--- src/rtl/vga_timing_pipe.sv ---
// rtl/vga_timing_pipe.sv - parametrised VGA timing with scaled frame-buffer fetch and latency-matched outputs
module vga_timing_pipe #(
   parameter int   HD          = 640,
   parameter int   HF          = 16,
   parameter int   HS          = 96,
   parameter int   HB          = 48,
   parameter int   VD          = 480,
   parameter int   VF          = 10,
   parameter int   VS          = 2,
   parameter int   VB          = 33,
   parameter logic HS_ACT      = 1'b0,
   parameter logic VS_ACT      = 1'b0,
   parameter int   SCALE_SHIFT = 2,
   parameter int   IMG_W       = 160,
   parameter int   ADDR_W      = 15,
   parameter int   PIXEL_W     = 12,
   parameter int   MEM_LAT     = 1
) (
   input  logic               pclk,
   input  logic               reset,
   output logic [ADDR_W-1:0]  fetch_addr,
   input  logic [PIXEL_W-1:0] pix_data,
   output logic [PIXEL_W-1:0] pixel_out,
   output logic               hsync,
   output logic               vsync,
   output logic               de,
   output logic               frame_start,
   output logic               line_start
);
   localparam int HT = HD + HF + HS + HB;
   localparam int VT = VD + VF + VS + VB;
   localparam int HW = $clog2(HT);
   localparam int VW = $clog2(VT);

   localparam logic [HW-1:0] H_LAST     = HW'(HT - 1);
   localparam logic [HW-1:0] H_ACT      = HW'(HD);
   localparam logic [HW-1:0] H_SYNC_ON  = HW'(HD + HF);
   localparam logic [HW-1:0] H_SYNC_OFF = HW'(HD + HF + HS);
   localparam logic [VW-1:0] V_LAST     = VW'(VT - 1);
   localparam logic [VW-1:0] V_ACT      = VW'(VD);
   localparam logic [VW-1:0] V_SYNC_ON  = VW'(VD + VF);
   localparam logic [VW-1:0] V_SYNC_OFF = VW'(VD + VF + VS);

   // Bit positions of the stage-0 flags carried through the delay line
   localparam int F_LS  = 0;
   localparam int F_FS  = 1;
   localparam int F_VS  = 2;
   localparam int F_HS  = 3;
   localparam int F_ACT = 4;

   logic [HW-1:0]            h_q, h_d;
   logic [VW-1:0]            v_q, v_d;
   logic [4:0]               st0;
   logic [ADDR_W-1:0]        addr_full;
   logic [MEM_LAT-1:0][4:0]  dly_q, dly_d;
   logic [4:0]               nxt;
   logic                     hsync_q, hsync_d;
   logic                     vsync_q, vsync_d;
   logic                     de_q, de_d;
   logic                     fs_q, fs_d;
   logic                     ls_q, ls_d;
   logic [PIXEL_W-1:0]       pix_q, pix_d;

   always_comb begin
      h_d = h_q + 1'b1;
      v_d = v_q;
      if (h_q == H_LAST) begin
         h_d = '0;
         v_d = (v_q == V_LAST) ? '0 : v_q + 1'b1;
      end
   end

   always_comb begin
      st0        = '0;
      st0[F_ACT] = (h_q < H_ACT) && (v_q < V_ACT);
      st0[F_HS]  = (h_q >= H_SYNC_ON) && (h_q < H_SYNC_OFF);
      st0[F_VS]  = (v_q >= V_SYNC_ON) && (v_q < V_SYNC_OFF);
      st0[F_FS]  = (h_q == '0) && (v_q == '0);
      st0[F_LS]  = (h_q == '0) && (v_q < V_ACT);
      // Truncating each term to ADDR_W first gives the same low bits as truncating the full sum
      addr_full  = ADDR_W'(v_q >> SCALE_SHIFT) * ADDR_W'(IMG_W) + ADDR_W'(h_q >> SCALE_SHIFT);
      fetch_addr = st0[F_ACT] ? addr_full : '0;
   end

   always_comb begin
      dly_d    = dly_q;
      dly_d[0] = st0;
      for (int i = 1; i < MEM_LAT; i++) begin
         dly_d[i] = dly_q[i-1];
      end
   end

   always_comb begin
      nxt     = dly_q[MEM_LAT-1];
      hsync_d = nxt[F_HS] ? HS_ACT : ~HS_ACT;
      vsync_d = nxt[F_VS] ? VS_ACT : ~VS_ACT;
      de_d    = nxt[F_ACT];
      fs_d    = nxt[F_FS];
      ls_d    = nxt[F_LS];
      pix_d   = nxt[F_ACT] ? pix_data : '0;
   end

   always_ff @(posedge pclk) begin
      if (reset) begin
         h_q     <= '0;
         v_q     <= '0;
         dly_q   <= '0;
         hsync_q <= ~HS_ACT;
         vsync_q <= ~VS_ACT;
         de_q    <= 1'b0;
         fs_q    <= 1'b0;
         ls_q    <= 1'b0;
         pix_q   <= '0;
      end else begin
         h_q     <= h_d;
         v_q     <= v_d;
         dly_q   <= dly_d;
         hsync_q <= hsync_d;
         vsync_q <= vsync_d;
         de_q    <= de_d;
         fs_q    <= fs_d;
         ls_q    <= ls_d;
         pix_q   <= pix_d;
      end
   end

   assign pixel_out   = pix_q;
   assign hsync       = hsync_q;
   assign vsync       = vsync_q;
   assign de          = de_q;
   assign frame_start = fs_q;
   assign line_start  = ls_q;
endmodule

--- config.mk ---
export PLATFORM = sky130hd
export DESIGN_NAME = vga_timing_pipe
export DESIGN_NICKNAME = d
export VERILOG_FILES = /design/src/rtl/vga_timing_pipe.sv
export SDC_FILE = /design/constraint.sdc
export NUM_CORES = 1
export LEC_CHECK = 0
export CORE_MARGIN = 10
export CORE_UTILIZATION = 39
export DETAILED_ROUTE_END_ITERATION = 12
export DONT_BUFFER_PORTS = 1
export HOLD_SLACK_MARGIN = 0.1
export SYNTH_ARGS = -nofsm -noshare
export SYNTH_HDL_FRONTEND = slang
export SYNTH_SLANG_ARGS = --single-unit
--- constraint.sdc ---
create_clock -name pclk -period 5.1 [get_ports pclk]
set_clock_uncertainty 0.1 [all_clocks]
set_input_delay 0.51 -clock pclk [delete_from_list [all_inputs] [get_ports pclk]]
set_output_delay 0.51 -clock pclk [all_outputs]
set_load 0.05 [all_outputs]
### After elaboration in Yosys (flattened, before gate mapping)

Cells that the tools add are included.

* add/sub/neg operators: 3
* $mul: 1
* order comparisons: 6
* eq/ne operators: 2
* muxes and demuxes: 4
* bitwise logic cells: 1
* reductions and logical operators: 9

Operator list (number)
* adder 10 x 1 -> 10 bit, second input constant: 2
* equality test 10 bit, second input constant: 2
* logical NOT 10 bit: 2
* less-than comparator 10 bit, second input constant: 2
* less-than comparator 10 x 9 -> 1 bit, second input constant: 2
* adder 15 x 8 -> 15 bit: 1
* 2-to-1 mux 15 bit: 1
* >= comparator 10 bit, second input constant: 1
* >= comparator 10 x 9 -> 1 bit, second input constant: 1
* multiplier 8 x 3 -> 10 bit, second input constant: 1
* 2-to-1 mux 10 bit: 1
* logical AND 1 bit: 5
* OR reduction 2 bit: 2
* 2-to-1 mux 1 bit: 2
* inverter 1 bit: 1

* register bits: 42
* bits of input ports: 14
* logic and storage cells: 35

### Longest topological paths before layout

Gate-level depths: netlist of the first run.

* depth in word-level cells: 3
* depth in mapped cells: 9
* mapped depth without buffers: 9

### Worst setup path before layout of the first run

Ideal clock, no wire load.

* kind: flip-flop to output port
* start point: reg v_q[5]
* end point: out fetch_addr[14]
* arrival time: 3.135 ns
* data required time: 4.490 ns
* path slack: 1.355 ns
* stages on the path, launching flop included: 10
* path through: dfxtp_1 ha_1 ha_1 inv_1 fa_1 xor2_1 or2_4 or4_4 o311a_1 nor3_2

* longest elaborated chain between the ends: 3

Ends and longest elaborated chain
* start: declaration: line 52 `logic [VW-1:0] v_q, v_d;`
* start signal: assignment: line 116 `v_q <= v_d;`
* multiplier 8 x 3 -> 10 bit or less-than comparator 10 x 9 -> 1 bit (tied branches): line 81, 75
* adder 15 x 8 -> 15 bit or logical AND 1 bit (tied branches): line 81, 75
* 2-to-1 mux 15 bit *: line 82 `fetch_addr = st0[F_ACT] ? addr_full : '0;`
* end: declaration: line 21 `output logic [ADDR_W-1:0] fetch_addr,`

Every way passes the cells marked *; elsewhere a longest branch is shown, timed or not.

### Final worst setup path of the first run

* start point: reg v_q[3]
* end point: out fetch_addr[12]

The elaborated chain is that of the path after synthesis.

==> results of run 1 <==
[report_power, final]
| group | total (W) | switching (W) | leakage [nW] | internal [W] |
|---|---|---|---|---|
| logic | 0.0000178 | 0.0000106 | 0.637 | 0.00000727 |
| registers | 0.000360 | 0.0000230 | 0.342 | 0.000337 |
| clock network | 0.000224 | 0.000115 | 0.0472 | 0.000109 |
| total | 0.000601 | 0.000148 | 1.03 | 0.000453 |
[path summary, 6_finish.rpt]
path / start / endpoint / slack, ns
setup / recovery: v_q[3] / fetch_addr[12] / 0.85
hold reg to reg: dly_q[2] / vsync / 0.27
hold / removal: reset / line_start / 0.17
setup reg to reg: h_q[0] / v_q[8] / 2.75
[flip-flops by register name, indices dropped and copies added, names as in the netlist]
name and cells:
pixel_out 12, h_q 10, v_q 10, dly_q 5, de 1, frame_start 1
hsync 1, line_start 1, vsync 1
[cell usage in the layout (no fill, tap or decap), types with 2 or more instances in the layout]
cell	instances
o211ai_1	3
nor4b_2	2
a211o_1	2
ha_1	20
xnor2_1	15
fa_1	2
a21oi_1	5
xor2_1	6
dfxtp_1	42
nor3_1	7
and3_1	7
a21o_1	2
clkbuf_8	6
o21ai_0	7
nand2_1	7
or2_2	2
nand4_1	2
nor2_1	35
nor4_1	7
and2_1	20
nand3_1	11
or3_1	3
nor2b_1	4
inv_1	13
buf_4	2
[routing by layer]
metal,part of all wire,global-route usage
met5,0,0
met4,0.021,0.0361
met3,0.046,0.0397
met2,0.48,0.166
met1,0.45,0.102
[logic make-up (layout without fill, tap and decap cells)]
| group | Yosys count | in the layout | share of synthesized area |
|---|---|---|---|
| AO/OA/AOI/OAI | 30 | 30 | 0.110 |
| XOR/XNOR | 21 | 21 | 0.0804 |
| adder cells (fa/ha/maj) | 22 | 22 | 0.127 |
| buffers and inverters | 21 | 23 | 0.0344 |
| flip-flops | 42 | 42 | 0.367 |
| AND/OR/NAND/NOR | 116 | 116 | 0.280 |
[layout make-up]
| class | count | area, µm² |
|---|---|---|
| multi-input combinational | 189 | 1370 |
| timing repair buffer | 2 | 15.0 |
| clock inverter | 2 | 12.5 |
| clock buffer | 6 | 82.6 |
| sequential | 42 | 841 |
| fill | 552 | 3150 |
| inverter | 13 | 48.8 |
| tap | 72 | 90.1 |
[per-stage QoR]
| step | total power (W) | setup WS, ns | util | cell area, µm² | std cells |
|---|---|---|---|---|---|
| floorplan | 0.000382 | 1.36 | - | 2290 | 252 |
| global placement | 0.000386 | 1.22 | 0.421 | 2360 | 318 |
| detailed placement | 0.000387 | 1.17 | 0.421 | 2360 | 318 |
| CTS | 0.000608 | 0.832 | 0.438 | 2460 | 326 |
| global route | 0.000624 | 0.730 | 0.438 | 2460 | 326 |
| finish | 0.000601 | 0.853 | 0.438 | 2460 | 326 |
==> metrics.csv, run 1 <==
stage,metric,value,unit
yosys,Mapped Cells,252,
yosys,Yosys warnings,0,
critical_path,Worst path max stage delay,0.69,ns
die,Die Y,96.6,µm
yosys,synthesized area,2290,µm²
die,total die area,9330,µm²
global_route,antenna violations before repair,0,
yosys,fraction of registers with async set/reset,0,
power,peak supply drop,0.000167,V
global_route,vias in the first global route,1608,
clock_network,H-tree depth,2,
cells_and_area,area growth from synthesis to layout,7.44,%
die,Core Area,5610,µm²
global_route,largest net degree at the start of global routing,17,
yosys,post-synthesis sequential area ratio,0.367,
critical_path,Top delay family on crit path,simple AND/OR/NAND/NOR gates,
yosys,Synth Area per Inst,9.08,µm²
critical_path,CP arrival,3.64,ns
sta,final period utilization,0.833,
critical_path,crit end category,output pin,
critical_path,CP cell instances,ha_1 -> ha_1 -> inv_1 -> fa_1 -> or2_4 -> or4_4 -> xnor2_1 -> nor2_1,
drt,vias per cell,5.20,
global_route,GRT overflow,0,
min_path,hold path depth,1,
global_route,GRT Resource Usage Total,0.0964,
place,# port buffers,0,
clock_network,clock sink count,42,
drt,Routed Antenna Nets,0,
cells_and_area,final-stage net count,289,
power,Leakage,1.03,nW
critical_path,Critical Path Stages,8,
sta,fmax,235,MHz
cells_and_area,share of cells above drive strength 1,0.0945,
clock_network,Resized cells post-CTS,0,
die,die width,96.6,µm
yosys,top-area cell type share of the netlist area,0.367,
drt,DR vias,1694,
clock_network,"Clk Latency, worst-skew pair",0.30,ns
yosys,Post-synth EDFFs,0,
sta,RSZ-0062 raised after global routing,false,
critical_path,Worst EP required,4.49,ns
yosys,Cell variety after synth,44,
yosys,Synth Register Bits,42,
die,Starting Density,0.408,
clock_network,CTS tree,built,
clock_network,clock-pin slew on the worst setup and hold paths,0.08,ns
drt,DRC viols,0,
critical_path,crit-path max FO,12,
critical_path,CP max-delay cell,nor2_1,
critical_path,crit path launch type,flip-flop,
clock_network,CTS buffer count,5,
clock_network,clock buffer depth,2,
sta,final setup violating endpoints,0,
drt,Avg WL per Cell,14.7,µm
critical_path,critical path class,reg -> out,
sta,Tmin final,4.25,ns
global_route,global-route wire length before repair,7670,µm
outcome,status,completed,
sta,Final Hold Viols,0,
drt,drt first pass iters,4,
clock_network,# hold bufs at CTS,0,
cells_and_area,Ant. Diodes,0,
critical_path,"most used cell, CP",ha_1,
flow_run,Max Cap Viol,0,
clock_network,root buf cell,clkbuf_8,
yosys,"area leader, netlist",dfxtp_1,
place,HPWL reported at the end of detailed placement,3630,µm
yosys,ys flop type,dfxtp_1,
critical_path,R2R cell count,6,
sta,final hold slack,0.173,ns
drt,initial DRC count,57,
sta,Final Max Tran Viols,0,
sta,Slew HR,0.393,
yosys,syn_nets,288,
yosys,Area contributors post-synth,"dfxtp_1, ha_1, nor2_1",
sta,setup_tns,0,ns
yosys,"top cells by count, synth","dfxtp_1, nor2_1, and2_1, ha_1, xnor2_1",
power,Cell Pwr Density,245,nW/µm²
drt,Routed Wire Length,4800,µm
yosys,most common cell in the netlist,dfxtp_1,
place,Placer Congestion,0.794,
critical_path,Buf/Inv on CP,1,
die,row count,27,
min_path,Hold Path Class,in -> reg,
clock_network,total setup buffers inserted after CTS,0,
die,num ports,46,
sta,Worst Tran Pin Value,0.908,ns
No activity file was read; power rests on OpenSTA's default activity.
==> inputs of run 2 (changes only) <==
clock period = 3.48 ns   (was 5.1 ns; I/O delays follow)
==> metrics.csv, run 2 (synthesized netlist as in run 1, its figures left out) <==
stage,metric,value,unit
drt,Avg WL per Cell,14.6,µm
sta,Setup WS post-layout,-0.0177,ns
critical_path,CP arrival,3.05,ns
drt,Routed Wire Length,5200,µm
place,Placer Congestion,0.797,
drt,vias per cell,5.06,
cells_and_area,share of cells above drive strength 1,0.197,
outcome,failing checks,negative setup slack,
critical_path,Worst Setup SP,v_q[5],
global_route,global-route wire length before repair,8820,µm
critical_path,Buf/Inv on CP,2,
die,die width,96.6,µm
place,Cells after DPL,330,
critical_path,critical path class,reg -> out,
sta,Tmin final,3.50,ns
global_route,vias in the first global route,1794,
drt,initial DRC count,94,
cells_and_area,most frequent cells in the layout,"dfxtp_1, nor2_1, and2_1, buf_4",
cells_and_area,area growth from synthesis to layout,24.9,%
sta,Final Max Tran Viols,0,
sta,final setup violating endpoints,1,
global_route,antenna violations before repair,0,
die,Die Y,96.6,µm
clock_network,root buf cell,clkbuf_8,
outcome,status,finished with violations,
critical_path,Critical Path Stages,10,
global_route,GRT overflow,0,
critical_path,Critical R2R Launch,h_q[0],
cells_and_area,max reg flops,12,
cells_and_area,"commonest non-fill, non-tap cell in the layout",dfxtp_1,
die,num ports,46,
critical_path,reg2reg end,v_q[8],
sta,Final Hold Viols,0,
sta,fmax,286,MHz
sta,Slew HR,0.589,
critical_path,Critical Path End,fetch_addr[14],
clock_network,clock sink count,42,
clock_network,clock-pin slew on the worst setup and hold paths,0.08,ns
critical_path,Worst EP required,3.03,ns
critical_path,crit end category,output pin,
power,peak supply drop,0.000296,V
drt,drt first pass iters,4,
clock_network,CTS buffer count,5,
cells_and_area,final-stage net count,319,
critical_path,R2R setup slack,1.15,ns
critical_path,Top delay family on crit path,simple AND/OR/NAND/NOR gates,
clock_network,clock buffer depth,2,
global_route,largest net degree at the start of global routing,17,
critical_path,"most used cell, CP",ha_4,
sta,final period utilization,1.01,
clock_network,"Clk Latency, worst-skew pair",0.29,ns
die,Core Area,5610,µm²
critical_path,CP cell instances,ha_4 -> ha_4 -> inv_2 -> fa_2 -> xor2_2 -> or2_4 -> or4_4 -> o311a_1 -> nor3_4 -> buf_12,
drt,DR vias,1800,
place,Place WS,0.136,ns
power,Leakage,1.17,nW
critical_path,crit path launch type,flip-flop,
critical_path,crit-path max FO,3,
die,row count,27,
global_route,GRT Resource Usage Total,0.109,
cells_and_area,Ant. Diodes,0,
place,# port buffers,0,
critical_path,R2R cell count,6,
sta,RSZ-0062 raised after global routing,true,
drt,DRC viols,0,
die,Starting Density,0.408,
clock_network,CTS tree,built,
critical_path,Worst path max stage delay,0.49,ns
min_path,Hold Path Class,in -> reg,
sta,Worst Tran Pin Value,0.616,ns
die,total die area,9330,µm²
cells_and_area,filler instances,535,
flow_run,Max Cap Viol,0,
drt,Routed Antenna Nets,0,
clock_network,H-tree depth,2,
power,Cell Pwr Density,328,nW/µm²
place,HPWL reported at the end of detailed placement,3760,µm
critical_path,CP max-delay cell,or4_4,
cells_and_area,Final Non-Filler Cells,356,
[run 2: changes by cell type in the layout (fill, tap and decap cells not counted), moves of 2 or more]
cell	delta
ha_1	-6
buf_6	+3
dlygate4sd3_1	+13
dfxtp_4	+2
ha_4	+5
buf_4	+13
dfxtp_1	-3
[run 2: worst register-to-register path: cells and delay by family (launching register included)]
kind | cells | cell delay [ns]
flip-flops | 1 | 0.37
adder cells (fa/ha/maj) | 1 | 0.20
AO/OA/AOI/OAI | 2 | 0.38
AND/OR/NAND/NOR | 3 | 1.18
[run 2: report_power, final]
part           internal [W]  switching [W]
clock network      0.000211       0.000162
registers          0.000492      0.0000341
logic             0.0000203      0.0000185
total              0.000724       0.000214
[run 2: worst min path at each step]
stage | start | to | slack, ns | cells after the start
2_1_floorplan | dly_q[3] | hsync | 0.24 | 1
3_3_place_gp | dly_q[3] | hsync | 0.25 | 1
3_5_place_dp | dly_q[2] | vsync | 0.25 | 1
4_1_cts | reset | dly_q[1] | 0.13 | 2
5_1_grt | reset | vsync | 0.15 | 2
6_report | reset | dly_q[1] | 0.15 | 2
[run 2: routing by layer]
layer,track usage,share of wire
met1,0.128,0.43
met2,0.191,0.53
met3,0.0298,0.026
met4,0.0271,0.0088
met5,0,0
[run 2: layout make-up]
cell class | count | area [µm²] | area share
Multi-Input combinational cell | 189 | 1460 | 0.512
Sequential cell | 42 | 850 | 0.297
Inverter | 13 | 48.8 | 0.0171
Clock inverter | 3 | 40.0 | 0.0140
Tap cell | 72 | 90.1 | 0.0315
Clock buffer | 5 | 68.8 | 0.0241
Timing Repair Buffer | 32 | 297 | 0.104
[run 2: timing repair]
| action | CTS | global route |
|---|---|---|
| hold buffers | 13 | 0 |
| buffers inserted | 4 | 1 |
| pin swaps | 6 | 5 |
| endpoints found under the setup margin | 1 | 3 |
| hold endpoints to repair | 21 | 0 |
| resized for setup | 8 | 13 |
[run 2: through the flow]
step / total power (W) / hold WS (ns) / util / area, µm² / setup TNS [ns]
2_1_floorplan: 0.000560 / 0.243 / - / 2290 / 0
3_3_place_gp: 0.000565 / 0.248 / 0.441 / 2470 / 0
3_5_place_dp: 0.000566 / 0.249 / 0.441 / 2470 / 0
4_1_cts: 0.000957 / 0.131 / 0.497 / 2790 / -0.0718
5_1_grt: 0.000981 / 0.149 / 0.510 / 2860 / -0.165
6_report: 0.000938 / 0.146 / 0.510 / 2860 / -0.0177
==> inputs of run 3 (changes only) <==
CAP_MARGIN = 30   (was not set)
clock period = 4.05 ns   (was 3.48 ns; I/O delays follow)
==> metrics.csv, run 3 (synthesized netlist as in run 1, its figures left out) <==
stage,metric,value,unit
critical_path,Critical R2R Launch,h_q[0],
cells_and_area,filler instances,582,
critical_path,crit end category,output pin,
sta,fmax,264,MHz
global_route,antenna violations before repair,0,
power,Cell Pwr Density,294,nW/µm²
outcome,status,completed,
clock_network,clock-pin slew on the worst setup and hold paths,0.08,ns
die,Core Area,5610,µm²
drt,initial DRC count,94,
die,Die Y,96.6,µm
sta,final period utilization,0.934,
global_route,GRT Resource Usage Total,0.0995,
critical_path,Worst Setup SP,v_q[2],
drt,drt first pass iters,4,
cells_and_area,Ant. Diodes,0,
sta,Slew HR,0.409,
global_route,GRT overflow,0,
critical_path,crit path launch type,flip-flop,
sta,setup_tns,0,ns
place,Cells after DPL,323,
global_route,global-route wire length before repair,8010,µm
sta,Tmin final,3.78,ns
sta,RSZ-0062 raised after global routing,false,
sta,Final Hold Viols,0,
power,Leakage,1.05,nW
sta,Setup WS post-layout,0.267,ns
critical_path,Critical Path End,fetch_addr[14],
cells_and_area,final-stage net count,295,
clock_network,"Clk Latency, worst-skew pair",0.29,ns
drt,DRC viols,0,
clock_network,CTS buffer count,5,
sta,final hold slack,0.129,ns
clock_network,root buf cell,clkbuf_8,
critical_path,CP arrival,3.28,ns
drt,Routed Wire Length,4740,µm
critical_path,R2R cell count,6,
place,Place WS,0.583,ns
clock_network,total setup buffers inserted after CTS,0,
global_route,vias in the first global route,1658,
critical_path,critical path class,reg -> out,
min_path,Hold Path Class,in -> reg,
critical_path,R2R setup slack,1.71,ns
clock_network,H-tree depth,2,
clock_network,clock sink count,42,
cells_and_area,Final Non-Filler Cells,331,
place,# port buffers,0,
sta,Worst Tran Pin Value,0.884,ns
cells_and_area,share of cells above drive strength 1,0.108,
sta,Final Max Tran Viols,0,
cells_and_area,most frequent cells in the layout,"dfxtp_1, nor2_1, and2_1, ha_1, xnor2_1",
sta,final setup violating endpoints,0,
drt,DR vias,1711,
clock_network,# hold bufs at CTS,1,
die,die width,96.6,µm
cells_and_area,Layout Utilization,0.444,
clock_network,CTS tree,built,
power,peak supply drop,0.000166,V
global_route,largest net degree at the start of global routing,17,
die,Starting Density,0.408,
cells_and_area,max reg flops,12,
critical_path,Worst EP required,3.54,ns
critical_path,crit-path max FO,9,
die,num ports,46,
place,HPWL reported at the end of detailed placement,3560,µm
drt,vias per cell,5.17,
die,row count,27,
drt,Routed Antenna Nets,0,
drt,Avg WL per Cell,14.3,µm
place,Placer Congestion,0.843,
die,total die area,9330,µm²
clock_network,Resized cells post-CTS,0,
clock_network,clock buffer depth,2,
critical_path,reg2reg end,v_q[8],
min_path,hold path depth,1,
flow_run,Max Cap Viol,0,
cells_and_area,area growth from synthesis to layout,8.80,%
cells_and_area,"commonest non-fill, non-tap cell in the layout",dfxtp_1,
[run 3: cell types whose count changed in the layout (fill, tap and decap cells not counted), moves of 2 or more]
cell,previous run,this run
dlygate4sd3_1,13,1
buf_4,15,7
ha_1,14,20
ha_4,5,0
buf_6,3,0
dfxtp_1,39,42
dfxtp_4,2,0
[run 3: report_power, final]
group | total, W | leakage [nW] | internal, W | switching (W)
registers | 0.000453 | 0.342 | 0.000424 | 0.0000289
logic | 0.0000248 | 0.668 | 0.00000988 | 0.0000149
clock network | 0.000255 | 0.0438 | 0.000116 | 0.000139
[run 3: routing by layer]
layer  track usage  vias up  share of wire  wire length [µm]
met4        0.0372        0          0.010                48
met1         0.111      795           0.44              2080
met5             0        -              0                 0
met2         0.170       33           0.49              2340
li1              -      879              -                 -
met3        0.0326        4          0.057               270
[run 3: worst max-delay path, cell delays in order, from the launching register on]
cell,delay [ns]
dfxtp_1,0.51
ha_1,0.20
ha_1,0.20
inv_1,0.07
fa_1,0.40
xor2_1,0.18
or2_4,0.25
or4_4,0.55
o311a_1,0.31
nor3_2,0.10
buf_4,0.21
[run 3: how the worst min path moves through the flow]
stage / from / endpoint / slack (ns)
finish: pix_data[4] / pixel_out[4] / 0.13
floorplan: dly_q[3] / hsync / 0.24
global route: pix_data[1] / pixel_out[1] / 0.12
CTS: pix_data[1] / pixel_out[1] / 0.13
global placement: dly_q[3] / hsync / 0.25
detailed placement: dly_q[3] / hsync / 0.25
[run 3: cell type report]
cell class | instances | area [µm²] | area share
Multi-Input combinational cell | 189 | 1370 | 0.550
Clock buffer | 5 | 68.8 | 0.0276
Sequential cell | 42 | 841 | 0.338
Tap cell | 72 | 90.1 | 0.0362
Inverter | 13 | 48.8 | 0.0196
Clock inverter | 2 | 10.0 | 0.00402
Timing Repair Buffer | 8 | 62.6 | 0.0251
[run 3: metrics by stage]
step                      total power [W]  instance area [µm²]
after floorplan                  0.000481                 2290
after global placement           0.000486                 2400
after detailed placement         0.000486                 2400
after CTS                        0.000744                 2490
after global routing             0.000760                 2490
final                            0.000733                 2490
